`src/rtl/tic_tac_toe_pkg.sv`:
```
// Shared encodings for the tic-tac-toe design: cell codes, direction and
// winner codes, and the board controller FSM state type.
package tic_tac_toe_pkg;

  localparam logic [1:0] CELL_O     = 2'b00;
  localparam logic [1:0] CELL_X     = 2'b01;
  localparam logic [1:0] CELL_EMPTY = 2'b10;

  localparam logic [17:0] BOARD_EMPTY = 18'h2AAAA;

  localparam logic [1:0] DIR_UP    = 2'b00;
  localparam logic [1:0] DIR_DOWN  = 2'b01;
  localparam logic [1:0] DIR_LEFT  = 2'b10;
  localparam logic [1:0] DIR_RIGHT = 2'b11;

  localparam logic [1:0] WIN_NONE = 2'b00;
  localparam logic [1:0] WIN_P1   = 2'b01;
  localparam logic [1:0] WIN_P2   = 2'b10;
  localparam logic [1:0] WIN_DRAW = 2'b11;

  typedef enum logic [1:0] {
    StPlay  = 2'b00,
    StCheck = 2'b01,
    StOver  = 2'b10
  } state_e;

endpackage

```
`src/rtl/cursor_mover.sv`:
```
// Combinational cursor step on the 3x3 grid; moves wrap within the row or
// column. An out-of-range cursor is pulled back to the start cell.
module cursor_mover
  import tic_tac_toe_pkg::*;
#(
  parameter int unsigned START_CURSOR = 4
) (
  input  logic [3:0] cursor,
  input  logic [1:0] dir,
  output logic [3:0] next_cursor
);

  logic       valid;
  logic [1:0] row, col, nrow, ncol;

  always_comb begin
    valid = (cursor <= 4'd8);
    row   = 2'(cursor / 4'd3);
    col   = 2'(cursor % 4'd3);
    nrow  = row;
    ncol  = col;
    case (dir)
      DIR_UP:    nrow = (row == 2'd0) ? 2'd2 : row - 2'd1;
      DIR_DOWN:  nrow = (row == 2'd2) ? 2'd0 : row + 2'd1;
      DIR_LEFT:  ncol = (col == 2'd0) ? 2'd2 : col - 2'd1;
      DIR_RIGHT: ncol = (col == 2'd2) ? 2'd0 : col + 2'd1;
      default: ;
    endcase
    if (valid) begin
      next_cursor = {2'b00, nrow} * 4'd3 + {2'b00, ncol};
    end else begin
      next_cursor = 4'(START_CURSOR);
    end
  end

endmodule

```
`src/rtl/board_controller.sv`:
```
// Game-state owner: board, cursor and current player, with a one-cycle CHECK
// state so the external win checker sees the freshly placed piece.
module board_controller
  import tic_tac_toe_pkg::*;
#(
  parameter int unsigned START_CURSOR = 4,
  parameter logic        START_PLAYER = 1'b0
) (
  input  logic        clk,
  input  logic        reset,
  input  logic [1:0]  dir,
  input  logic        move_valid,
  input  logic        place,
  input  logic        new_game,
  input  logic [1:0]  winner,
  output logic [17:0] board,
  output logic [3:0]  cursor,
  output logic        player,
  output logic        place_reject,
  output logic        game_over,
  output logic [1:0]  result
);

  state_e      state_q, state_d;
  logic [17:0] board_q, board_d;
  logic [3:0]  cursor_q, cursor_d;
  logic        player_q, player_d;
  logic        reject_q, reject_d;
  logic        over_q, over_d;
  logic [1:0]  result_q, result_d;

  logic [3:0]  moved_cursor;
  logic [1:0]  cur_cell;
  logic        cur_empty;

  cursor_mover #(
    .START_CURSOR(START_CURSOR)
  ) u_cursor_mover (
    .cursor     (cursor_q),
    .dir        (dir),
    .next_cursor(moved_cursor)
  );

  // Out-of-range cursor reads as occupied, so it can never write the board.
  always_comb begin
    cur_cell = CELL_O;
    for (int i = 0; i < 9; i++) begin
      if (cursor_q == 4'(i)) cur_cell = board_q[2*i +: 2];
    end
    cur_empty = (cur_cell == CELL_EMPTY);
  end

  always_ff @(posedge clk) begin
    if (reset) begin
      state_q <= StPlay;
    end else begin
      state_q <= state_d;
    end
  end

  always_comb begin
    state_d = state_q;
    if (new_game) begin
      state_d = StPlay;
    end else begin
      unique case (state_q)
        StPlay:  if (place && cur_empty) state_d = StCheck;
        StCheck: state_d = (winner != WIN_NONE) ? StOver : StPlay;
        StOver:  state_d = StOver;
        default: state_d = StPlay;
      endcase
    end
  end

  always_comb begin
    board_d  = board_q;
    cursor_d = cursor_q;
    player_d = player_q;
    result_d = result_q;
    reject_d = 1'b0;
    over_d   = (state_d == StOver);
    if (new_game) begin
      board_d  = BOARD_EMPTY;
      cursor_d = 4'(START_CURSOR);
      player_d = START_PLAYER;
      result_d = WIN_NONE;
    end else begin
      unique case (state_q)
        StPlay: begin
          // place wins over move_valid, even when the place is rejected
          if (place) begin
            if (cur_empty) begin
              for (int i = 0; i < 9; i++) begin
                if (cursor_q == 4'(i)) board_d[2*i +: 2] = player_q ? CELL_X : CELL_O;
              end
            end else begin
              reject_d = 1'b1;
            end
          end else if (move_valid) begin
            cursor_d = moved_cursor;
          end
        end
        StCheck: begin
          if (winner != WIN_NONE) begin
            result_d = winner;
          end else begin
            player_d = ~player_q;
          end
        end
        default: ;
      endcase
    end
  end

  always_ff @(posedge clk) begin
    if (reset) begin
      board_q  <= BOARD_EMPTY;
      cursor_q <= 4'(START_CURSOR);
      player_q <= START_PLAYER;
      reject_q <= 1'b0;
      over_q   <= 1'b0;
      result_q <= WIN_NONE;
    end else begin
      board_q  <= board_d;
      cursor_q <= cursor_d;
      player_q <= player_d;
      reject_q <= reject_d;
      over_q   <= over_d;
      result_q <= result_d;
    end
  end

  assign board        = board_q;
  assign cursor       = cursor_q;
  assign player       = player_q;
  assign place_reject = reject_q;
  assign game_over    = over_q;
  assign result       = result_q;

endmodule

```
`config.mk`:
```
export PLATFORM = sky130hd
export DESIGN_NAME = board_controller
export DESIGN_NICKNAME = d
export VERILOG_FILES = /design/src/rtl/tic_tac_toe_pkg.sv /design/src/rtl/cursor_mover.sv /design/src/rtl/board_controller.sv
export SDC_FILE = /design/constraint.sdc
export NUM_CORES = 1
export LEC_CHECK = 0
export BUFFER_PORTS_ARGS = -buffer_cell sky130_fd_sc_hd__buf_2
export CAP_MARGIN = 20
export CORE_MARGIN = 10
export CORE_UTILIZATION = 50
export CTS_CLUSTER_DIAMETER = 200
export DETAILED_ROUTE_END_ITERATION = 10
export HOLD_SLACK_MARGIN = 0.12
export PLACE_DENSITY = 0.71
export SLEW_MARGIN = 30
export SYNTH_ARGS = -nofsm -noshare
export SYNTH_HDL_FRONTEND = slang
export SYNTH_HIERARCHICAL = 1
export SYNTH_SLANG_ARGS = --single-unit
```
`constraint.sdc`:
```
create_clock -name clk -period 14.3 [get_ports clk]
set_clock_uncertainty 0.1 [all_clocks]
set_input_delay 1.43 -clock clk [delete_from_list [all_inputs] [get_ports clk]]
set_output_delay 1.43 -clock clk [all_outputs]
set_load 0.01 [all_outputs]
```
==> reports/metrics.yaml, run 1 <==
synth_area_leaders: "dfxtp_1 (32%), ha_1 (6.3%), nand2_1 (5.7%), a32o_1 (4.5%), nor2_1 (4.4%)"
setup_ws_ns: 9.33
worst_setup_path_end_kind: "flip-flop"
critical-path-max-stage-delay_ns: 0.63
slew_headroom: 0.475
ys_seq_area_frac: 0.324
ys_ff_latch: 29
critical_path_arrival_ns: 5.09
crit_fanout: 12
core_sq_mm: 0.00339
ant_nets: 0
stdcell_area_sq_mm: 0.00207
gp_congestion: 0.828
num_io_pins: 36
worst-r2r-cell-count: 21
final_net_count: 250
pre_cts_slack_ns: 9.30
synth_fa_ha_area_frac: 0.0740
numPortBuffers: 35
ys_warn_count: 6
clock_latency_ns: 0.33
synthArstFlopShare: 0
fmaxAchievable_mhz: 201
dieWidth_um: 79.9
cts_root_buf: "clkbuf_4"
grt_pass1_wl_um: 6910
postSynthCellCount: 196
post_synth_xor_area_fraction: 0.0147
min-delay-path-class: "reg2reg"
critPathBufInv: 2
die-area_sq_mm: 0.00638
synth_top_area_share: 0.324
p_leak_nw: 0.848
routed_wl_um: 4110
postCtsSetupRepairBufs: 0
cp.required_ns: 14.43
post-route-period-util: 0.347
power_uw: 201
htreeDepth: 2
start_util: 0.529
peakVddDrop_v: 0.0000599
dpl-instance-area_sq_mm: 0.00199
max-clock-path-buffers: 2
vias_per_cell: 5.53
die_y_um: 79.9
drtIter0Drc: 81
slew_viol_final: 0
std_cell_rows: 21
synth_top_flop_cell: "dfxtp_1"
avgSynthCellArea_sq_um: 9.15
yosys.area_share.simple: 0.252
timing_hold_violations_final: 0
path_cells: "and2b_2, ha_1, inv_1, ha_1, or2_2, o21ai_0, ha_1, or2b_2, nor3b_4, a31oi_4, inv_2, ha_1, mux2i_1, o21ai_0, xnor2_1, ha_1, ha_1, fa_1, nand2b_1, mux2i_1, nand2_1"
firstDrtPassIters: 4
fin_crit_ns: 4.97
worstMarginPinSlew_ns: 0.786
globalRouteOverflowTotal: 0
grt_max_degree: 20
antenna_cells: 0
whs_path_depth: 2
antenna_found_initial: 0
critPathLaunchType: "flip-flop"
layout_commonest_cell: "buf_2"
worstSetupPathType: "reg2reg"
synth_cell_type_count: 55
grt_pass1_vias: 1455
rsz0062_at_grt: "false"
dp_hpwl_um: 3070
wl_per_cell_um: 14.8
area_growth_pct: 15.5
drv_cap: 0
clock_sinks: 29
final_util: 0.611
track_usage: 0.134
post-synth-top-area-cell: "dfxtp_1"
setup_violations: 0
status: "complete, no violations"
drive_above_1_share: 0.280
clk_pin_slew_ns: 0.09
synth_area_sq_mm: 0.00179
finalSetupTns_ns: 0
slowest_stage: "dfxtp_1"
synth_edf_count: 0
synth_compound_area_frac: 0.234
synthMuxAreaShare: 0.0544
drcViolationCount: 0
cellPowerDensity_mw_per_mm2: 97.2
worst_path_dominant_cell_family: "adder cells"
holdBufCountCts: 0
synth_fp_nets: 215
cts_tree: "yes"
post_cts_resized: 0
mostFrequentLayoutCells: "buf_2 (35), dfxtp_1 (29), nand2_1 (27)"
cp.depth: 21
cpMostUsedCell: "ha_1"
cts_made_buffers: 5
vias: 1536
synth_top_family_by_area: "simple AND/OR/NAND/NOR gates"
[worst min-delay path, delay by kind of cell (launching register included)]
family	cells	cell delay [ns]
simple gates	1	0.05
compound gates	1	0.05
flops	1	0.32
[power by group]
part / leakage, nW / internal, mW / total (mW) / switching [mW]
Combinational: 0.568 / 0.0195 / 0.0446 / 0.0251
Clock: 0.0455 / 0.0417 / 0.0716 / 0.0298
Sequential: 0.234 / 0.0821 / 0.0851 / 0.00295
Total: 0.848 / 0.143 / 0.201 / 0.0579
[metrics by stage]
stage / hold WS (ns) / cells
CTS: 0.364 / 278
floorplan: 0.381 / 196
detailed placement: 0.349 / 270
global placement: 0.348 / 270
global route: 0.376 / 278
finish: 0.364 / 278
[metal layers]
layer	global-route usage	up-vias	routed length, um	share of wire
li1	-	775	-	-
met1	0.167	712	1880	0.46
met2	0.200	42	1860	0.45
met3	0.0484	7	294	0.071
met4	0.0581	0	74	0.018
met5	0	-	0	0
[cells in the mapped netlist, types with 2 or more instances]
master	number
dfxtp_1	29
nand2_1	27
nor2_1	21
ha_1	9
o21ai_0	9
a21oi_1	8
a32o_1	8
inv_1	8
mux2i_1	6
nand2b_1	6
o41ai_1	5
clkbuf_1	4
nor2b_1	4
a21oi_2	2
a31oi_4	2
and2_1	2
buf_2	2
buf_6	2
inv_2	2
nor3_1	2
nor3_4	2
or2_2	2
xnor2_1	2
[registers in the layout, summed over array words and instances, names as in the netlist]
signal / flops
place_reject: 1
player: 1
board: 18
game_over: 1
result: 2
cursor: 4
state_q: 2
[logic make-up after synthesis]
family                     count (synthesis)
xor gates and xnor gates                   3
adders and majority gates                 10
muxes                                      8
and+or+nand+nor                           81
AOI/OAI and AO/OA                         47
buffers and inverters                     18
DFF                                       29
[worst paths after layout]
kind         slack, ns  startpoint         to
max reg2reg       9.33   cursor[3]  cursor[2]
min reg2reg       0.36   result[1]  result[1]
max               9.33   cursor[3]  cursor[2]
min               0.36   result[1]  result[1]
[area by class of cell]
type	instances	area, sq um
Tap cell	46	57.6
Clock inverter	1	30.0
Clock buffer	7	55.1
Fill cell	335	1320
Multi-Input combinational cell	149	1130
Sequential cell	29	581
Inverter	10	37.5
Timing Repair Buffer	36	183
Power figures use the tool's default switching activity.
==> run 2: changes to the inputs <==
==> constraint.sdc (replaced) <==
create_clock -name clk -period 4.8 [get_ports clk]
set_clock_uncertainty 0.1 [all_clocks]
set_input_delay 0.48 -clock clk [delete_from_list [all_inputs] [get_ports clk]]
set_output_delay 0.48 -clock clk [all_outputs]
set_load 0.01 [all_outputs]
==> run 2 against run 1 <==
Worst hold slack worse by 0.021 ns; highest routed layer unchanged; register-to-register slack worse by 9.0 ns; sequential share of layout area down 0.40 points; global-route usage down 0.70 points; critical path type unchanged.
==> reports/metrics.yaml, run 2 (synthesis results as in run 1) <==
power_frac_comb: 0.252  # was 0.222
slew_headroom: 0.605  # was 0.475
clock_sinks: 29  # unchanged
p_leak_nw: 0.873  # was 0.848 nW
min_to: "result[1]"  # unchanged
worstSetupPathType: "reg2reg"  # unchanged
grtUsageMet2: 0.200  # unchanged
reg2reg_from: "cursor[3]"  # unchanged
clk_pin_slew_ns: 0.09  # about the same
fmaxAchievable_mhz: 223  # was 201 MHz
holdBufCountCts: 0  # unchanged
dp.cells: 276  # was 270
antenna_found_initial: 0  # unchanged
grt_util_met1: 0.152  # was 0.167
p_int_uw: 392  # was 143 uW
pre_cts_slack_ns: 0.239  # was 9.30 ns
routed_wl_um: 4030  # was 4110 um
vias_per_cell: 5.36  # was 5.53
cts_root_buf: "clkbuf_4"  # unchanged
dieWidth_um: 79.9  # unchanged
path_cells: "buf_4, or2b_1, ha_1, or2_2, o21ai_1, ha_1, or2b_2, nor3b_4, a31oi_4, inv_2, ha_1, mux2i_1, o21ai_0, buf_4, xnor2_1, ha_1, ha_1, fa_1, nand2b_1, mux2i_1, nand2_1"  # was and2b_2, ha_1, inv_1, ha_1, or2_2, o21ai_0, ha_1, or2b_2, nor3b_4, a31oi_4, inv_2, ha_1, mux2i_1, o21ai_0, xnor2_1, ha_1, ha_1, fa_1, nand2b_1, mux2i_1, nand2_1
firstDrtPassIters: 4  # unchanged
rsz0062_at_grt: "false"  # unchanged
setup_violations: 0  # unchanged
drive_above_1_share: 0.303  # was 0.280
mostFrequentLayoutCells: "buf_2 (35), dfxtp_1 (29), nand2_1 (27)"  # unchanged
fillCellCount: 312  # was 335
power_uw: 563  # was 201 uW
critical-path-max-stage-delay_ns: 0.41  # was 0.63 ns
whs_path_depth: 3  # was 2
grt_pass1_vias: 1477  # was 1455
peakVddDrop_v: 0.000169  # was 0.0000599 V
std_cell_rows: 21  # unchanged
top_usage_layer: "met2"  # unchanged
max-clock-path-buffers: 2  # unchanged
critical_path_arrival_ns: 4.62  # was 5.09 ns
stdcell_area_sq_mm: 0.00210  # was 0.00207 sq mm
postCtsSetupRepairBufs: 0  # unchanged
post-route-period-util: 0.936  # was 0.347
drcViolationCount: 0  # unchanged
die_y_um: 79.9  # unchanged
wl_per_cell_um: 14.2  # was 14.8 um
core_sq_mm: 0.00339  # unchanged
vias: 1521  # was 1536
layout_commonest_cell: "buf_2"  # unchanged
globalRouteOverflowTotal: 0  # unchanged
pwr-share-seq: 0.440  # was 0.423
switching_share: 0.304  # was 0.288
htreeDepth: 2  # unchanged
track_usage: 0.127  # was 0.134
gp_congestion: 0.832  # was 0.828
worst-r2r-cell-count: 21  # unchanged
p_sw_uw: 171  # was 57.9 uW
setup_ws_ns: 0.309  # was 9.33 ns
slowest_stage: "fa_1"  # was dfxtp_1
ff2ff_setup_slack_ns: 0.31  # was 9.33 ns
cpMostUsedCell: "ha_1"  # unchanged
fin_crit_ns: 4.49  # was 4.97 ns
grt_max_degree: 20  # unchanged
clock_latency_ns: 0.33  # about the same
ant_nets: 0  # unchanged
worstMarginPinSlew_ns: 0.591  # was 0.786 ns
post_cts_resized: 0  # unchanged
use_met3: 0.0507  # was 0.0484
drtIter0Drc: 90  # was 81
layout.cells.non_filler: 284  # was 278
final_net_count: 256  # was 250
largest_reg_flops: 18  # unchanged
area_growth_pct: 17.2  # was 15.5%
status: "complete, no violations"  # unchanged
cellPowerDensity_mw_per_mm2: 268  # was 97.2 mW/mm^2
r2r_end: "cursor[2]"  # unchanged
dpl-instance-area_sq_mm: 0.00203  # was 0.00199 sq mm
drv_cap: 0  # unchanged
clockPowerShare: 0.308  # was 0.356
num_io_pins: 36  # unchanged
timing_hold_violations_final: 0  # unchanged
worst_setup_path_end_kind: "flip-flop"  # unchanged
numPortBuffers: 35  # unchanged
hold_start: "winner[1]"  # was result[1]
antenna_cells: 0  # unchanged
min-delay-path-class: "in2reg"  # was reg2reg
finalSetupTns_ns: 0  # unchanged
cts_made_buffers: 5  # unchanged
cts_tree: "yes"  # unchanged
critPathLaunchType: "flip-flop"  # unchanged
crit_fanout: 11  # was 12
die-area_sq_mm: 0.00638  # unchanged
start_util: 0.529  # unchanged
dp_hpwl_um: 3110  # was 3070 um
slew_viol_final: 0  # unchanged
grt_pass1_wl_um: 6640  # was 6910 um
cp.required_ns: 4.92  # was 14.43 ns
[run 2: cell count changes in the layout (fill, tap and decap cells not counted)]
cell / change
buf_4: +6
bufinv_16: -1
clkbuf_1: -1
clkbuf_8: +1
clkinv_2: +1
o21ai_0: -1
o21ai_1: +1
[run 2: layout make-up]
class	instances	area, sq um	share of cell area
multi-input cells	149	1130	0.537
flip-flops and latches	29	581	0.276
repair buffers	42	228	0.108
clock buffers	7	65.1	0.0310
well taps	46	57.6	0.0274
inverters	10	37.5	0.0179
clock inverters	1	5.00	0.00238
[run 2: stage by stage]
| step | util | hold slack, ns |
|---|---|---|
| after floorplan | - | 0.381 |
| after global placement | 0.599 | 0.348 |
| after detailed placement | 0.599 | 0.353 |
| after CTS | 0.620 | 0.343 |
| after global routing | 0.620 | 0.381 |
| final | 0.620 | 0.343 |
[run 2: worst max-delay path: cells and delay by family (launching register included)]
family | cells | cell delay (ns)
AOI/OAI and AO/OA | 3 | 0.49
xor gates and xnor gates | 1 | 0.17
adders and majority gates | 6 | 1.62
buffers and inverters | 3 | 0.45
DFF | 1 | 0.34
muxes | 2 | 0.25
and+or+nand+nor | 6 | 0.95
[run 2: worst max path at each step]
stage                           end       from
after floorplan           cursor[2]  cursor[3]
after global placement    cursor[2]  cursor[3]
after detailed placement  cursor[2]  cursor[3]
after CTS                 cursor[2]  cursor[3]
after global routing      cursor[2]  cursor[3]
final                     cursor[2]  cursor[3]
[run 2: layer usage]
layer,part of all wire,vias up
met5,0,-
met4,0.0087,0
li1,-,790
met1,0.45,698
met3,0.065,4
met2,0.47,29
[run 2: power by group through the flow]
stage / clock network, mW / registers [mW] / logic, mW
floorplan: 0 / 0.256 / 0.108
global placement: 0 / 0.253 / 0.142
finish: 0.174 / 0.248 / 0.142
global route: 0.185 / 0.248 / 0.158
CTS: 0.176 / 0.248 / 0.144
detailed placement: 0 / 0.253 / 0.143
==> run 3: changes to the inputs <==
--- a/config.mk
+++ b/config.mk
@@ -7,12 +7,13 @@
 export LEC_CHECK = 0
 export BUFFER_PORTS_ARGS = -buffer_cell sky130_fd_sc_hd__buf_2
 export CAP_MARGIN = 20
-export CORE_MARGIN = 10
+export CORE_MARGIN = 4
 export CORE_UTILIZATION = 50
 export CTS_CLUSTER_DIAMETER = 200
 export DETAILED_ROUTE_END_ITERATION = 10
 export HOLD_SLACK_MARGIN = 0.12
 export PLACE_DENSITY = 0.71
+export RECOVER_POWER = 100
 export SLEW_MARGIN = 30
 export SYNTH_ARGS = -nofsm -noshare
 export SYNTH_HDL_FRONTEND = slang
==> run 3 against run 2 <==
Design area shrank 4.9%; non-clock buffer count did not move; die area decreased by 28%; critical path type unchanged; maximum frequency shrank 0.12%; sequential share of layout area grew 1.4 points; clock power shrank 13%.
==> reports/metrics.yaml, run 3 (synthesis results as in run 1) <==
grt_util_met1: 0.241  # was 0.152
drive_above_1_share: 0.169  # was 0.303
grt_max_degree: 20  # unchanged
gp_congestion: 0.813  # was 0.832
worstSetupPathType: "reg2reg"  # unchanged
crit_fanout: 5  # was 11
timing_hold_violations_final: 0  # unchanged
seq_area_sq_um: 581  # unchanged
p_leak_nw: 0.776  # was 0.873 nW
use_met3: 0.0443  # was 0.0507
fin_crit_ns: 4.50  # was 4.49 ns
track_usage: 0.187  # was 0.127
largest_reg_flops: 18  # unchanged
vias: 1531  # was 1521
vias_per_cell: 5.41  # was 5.36
final_net_count: 256  # unchanged
max-clock-path-buffers: 2  # unchanged
fmaxAchievable_mhz: 222  # was 223 MHz
clk_pin_slew_ns: 0.09  # about the same
dieWidth_um: 67.9  # was 79.9 um
whs_path_depth: 3  # unchanged
grtUsageMet2: 0.296  # was 0.200
antenna_cells: 0  # unchanged
setup_violations: 0  # unchanged
rsz0062_at_grt: "false"  # unchanged
post-route-period-util: 0.937  # was 0.936
globalRouteOverflowTotal: 0  # unchanged
cts_tree: "yes"  # unchanged
area_growth_pct: 11.4  # was 17.2%
start_util: 0.529  # unchanged
worstMarginPinSlew_ns: 1.12  # was 0.591 ns
dp_hpwl_um: 2860  # was 3110 um
cp.required_ns: 4.93  # was 4.92 ns
cts_root_buf: "clkbuf_4"  # unchanged
drv_cap: 0  # unchanged
mostFrequentLayoutCells: "dfxtp_1 (29), nand2_1 (27), clkbuf_1 (26)"  # was buf_2 (35), dfxtp_1 (29), nand2_1 (27)
drcViolationCount: 0  # unchanged
top_usage_layer: "met2"  # unchanged
num_io_pins: 36  # unchanged
peakVddDrop_v: 0.000131  # was 0.000169 V
multiInputGateArea_sq_mm: 0.00107  # was 0.00113 sq mm
layout_commonest_cell: "dfxtp_1"  # was buf_2
cellPowerDensity_mw_per_mm2: 266  # was 268 mW/mm^2
numPortBuffers: 35  # unchanged
clock_sinks: 29  # unchanged
grt_pass1_vias: 1452  # was 1477
worst-r2r-cell-count: 22  # was 21
firstDrtPassIters: 4  # unchanged
htreeDepth: 2  # unchanged
routed_wl_um: 3830  # was 4030 um
antenna_found_initial: 0  # unchanged
core_sq_mm: 0.00339  # unchanged
grt_pass1_wl_um: 6440  # was 6640 um
std_cell_rows: 21  # unchanged
critPathLaunchType: "flip-flop"  # unchanged
die-area_sq_mm: 0.00461  # was 0.00638 sq mm
ant_nets: 0  # unchanged
clock_latency_ns: 0.33  # about the same
status: "complete, no violations"  # unchanged
cts_made_buffers: 5  # unchanged
worst_setup_path_end_kind: "flip-flop"  # unchanged
wl_per_cell_um: 13.5  # was 14.2 um
die_y_um: 67.9  # was 79.9 um
fillCellCount: 330  # was 312
slew_viol_final: 0  # unchanged
slew_headroom: 0.244  # was 0.605
critical_path_arrival_ns: 4.62  # about the same
final_util: 0.590  # was 0.620
finalSetupTns_ns: 0  # unchanged
drtIter0Drc: 82  # was 90
min-delay-path-class: "in2reg"  # unchanged
run 3: worst paths after layout:
kind                     to       from  slack (ns)
setup reg to reg  cursor[2]  cursor[3]        0.30
setup / recovery  cursor[2]  cursor[3]        0.30
hold / removal    result[0]  winner[0]        0.34
hold reg to reg   result[0]  result[0]        0.36
run 3: final cells by class:
class,count,share of cell area
repair buffers,42,0.0971
multi-input cells,149,0.537
clock buffers,7,0.0276
well taps,46,0.0288
flip-flops and latches,29,0.291
inverters,10,0.0188
run 3: critical path, cell delays in order, from the launching register on:
cell,delay [ns]
dfxtp_1,0.33
and2b_2,0.23
ha_1,0.18
inv_1,0.05
ha_1,0.18
or2_2,0.13
o21ai_2,0.08
ha_1,0.22
or2b_2,0.30
nor3b_2,0.26
a31oi_4,0.07
inv_2,0.14
mux2i_4,0.27
ha_1,0.25
nor2_1,0.08
nor2_1,0.04
a22oi_1,0.16
ha_1,0.26
ha_1,0.21
fa_1,0.43
nand2b_1,0.16
mux2i_1,0.17
nand2_1,0.06
run 3: timing repair:
| item | CTS | global route |
|---|---|---|
| gates resized for setup | 0 | 2 |
| endpoints found under the setup margin | 0 | 2 |
| buffers inserted | 0 | 0 |
| hold buffers | 0 | 0 |
run 3: power breakdown:
group          switching [mW]  total (mW)  internal [mW]
registers             0.00252       0.247          0.245
logic                  0.0781       0.134         0.0561
clock network          0.0817       0.151         0.0690
run 3: routing by layer:
metal  vias to the layer above  share of wire
met5                         -              0
met4                         0          0.018
met3                         7          0.058
met2                        42           0.47
met1                       697           0.46
li1                        785              -
run 3: metrics by stage:
step	instance area [sq um]	instances	setup slack [ns]	total power, mW	hold WS [ns]
floorplan	1790	196	0.156	0.364	0.381
CTS	2090	283	0.0834	0.548	0.333
global route	2000	283	0.0479	0.566	0.367
global placement	2030	276	0.324	0.395	0.350
detailed placement	2030	276	0.117	0.397	0.348
finish	2000	283	0.304	0.532	0.337
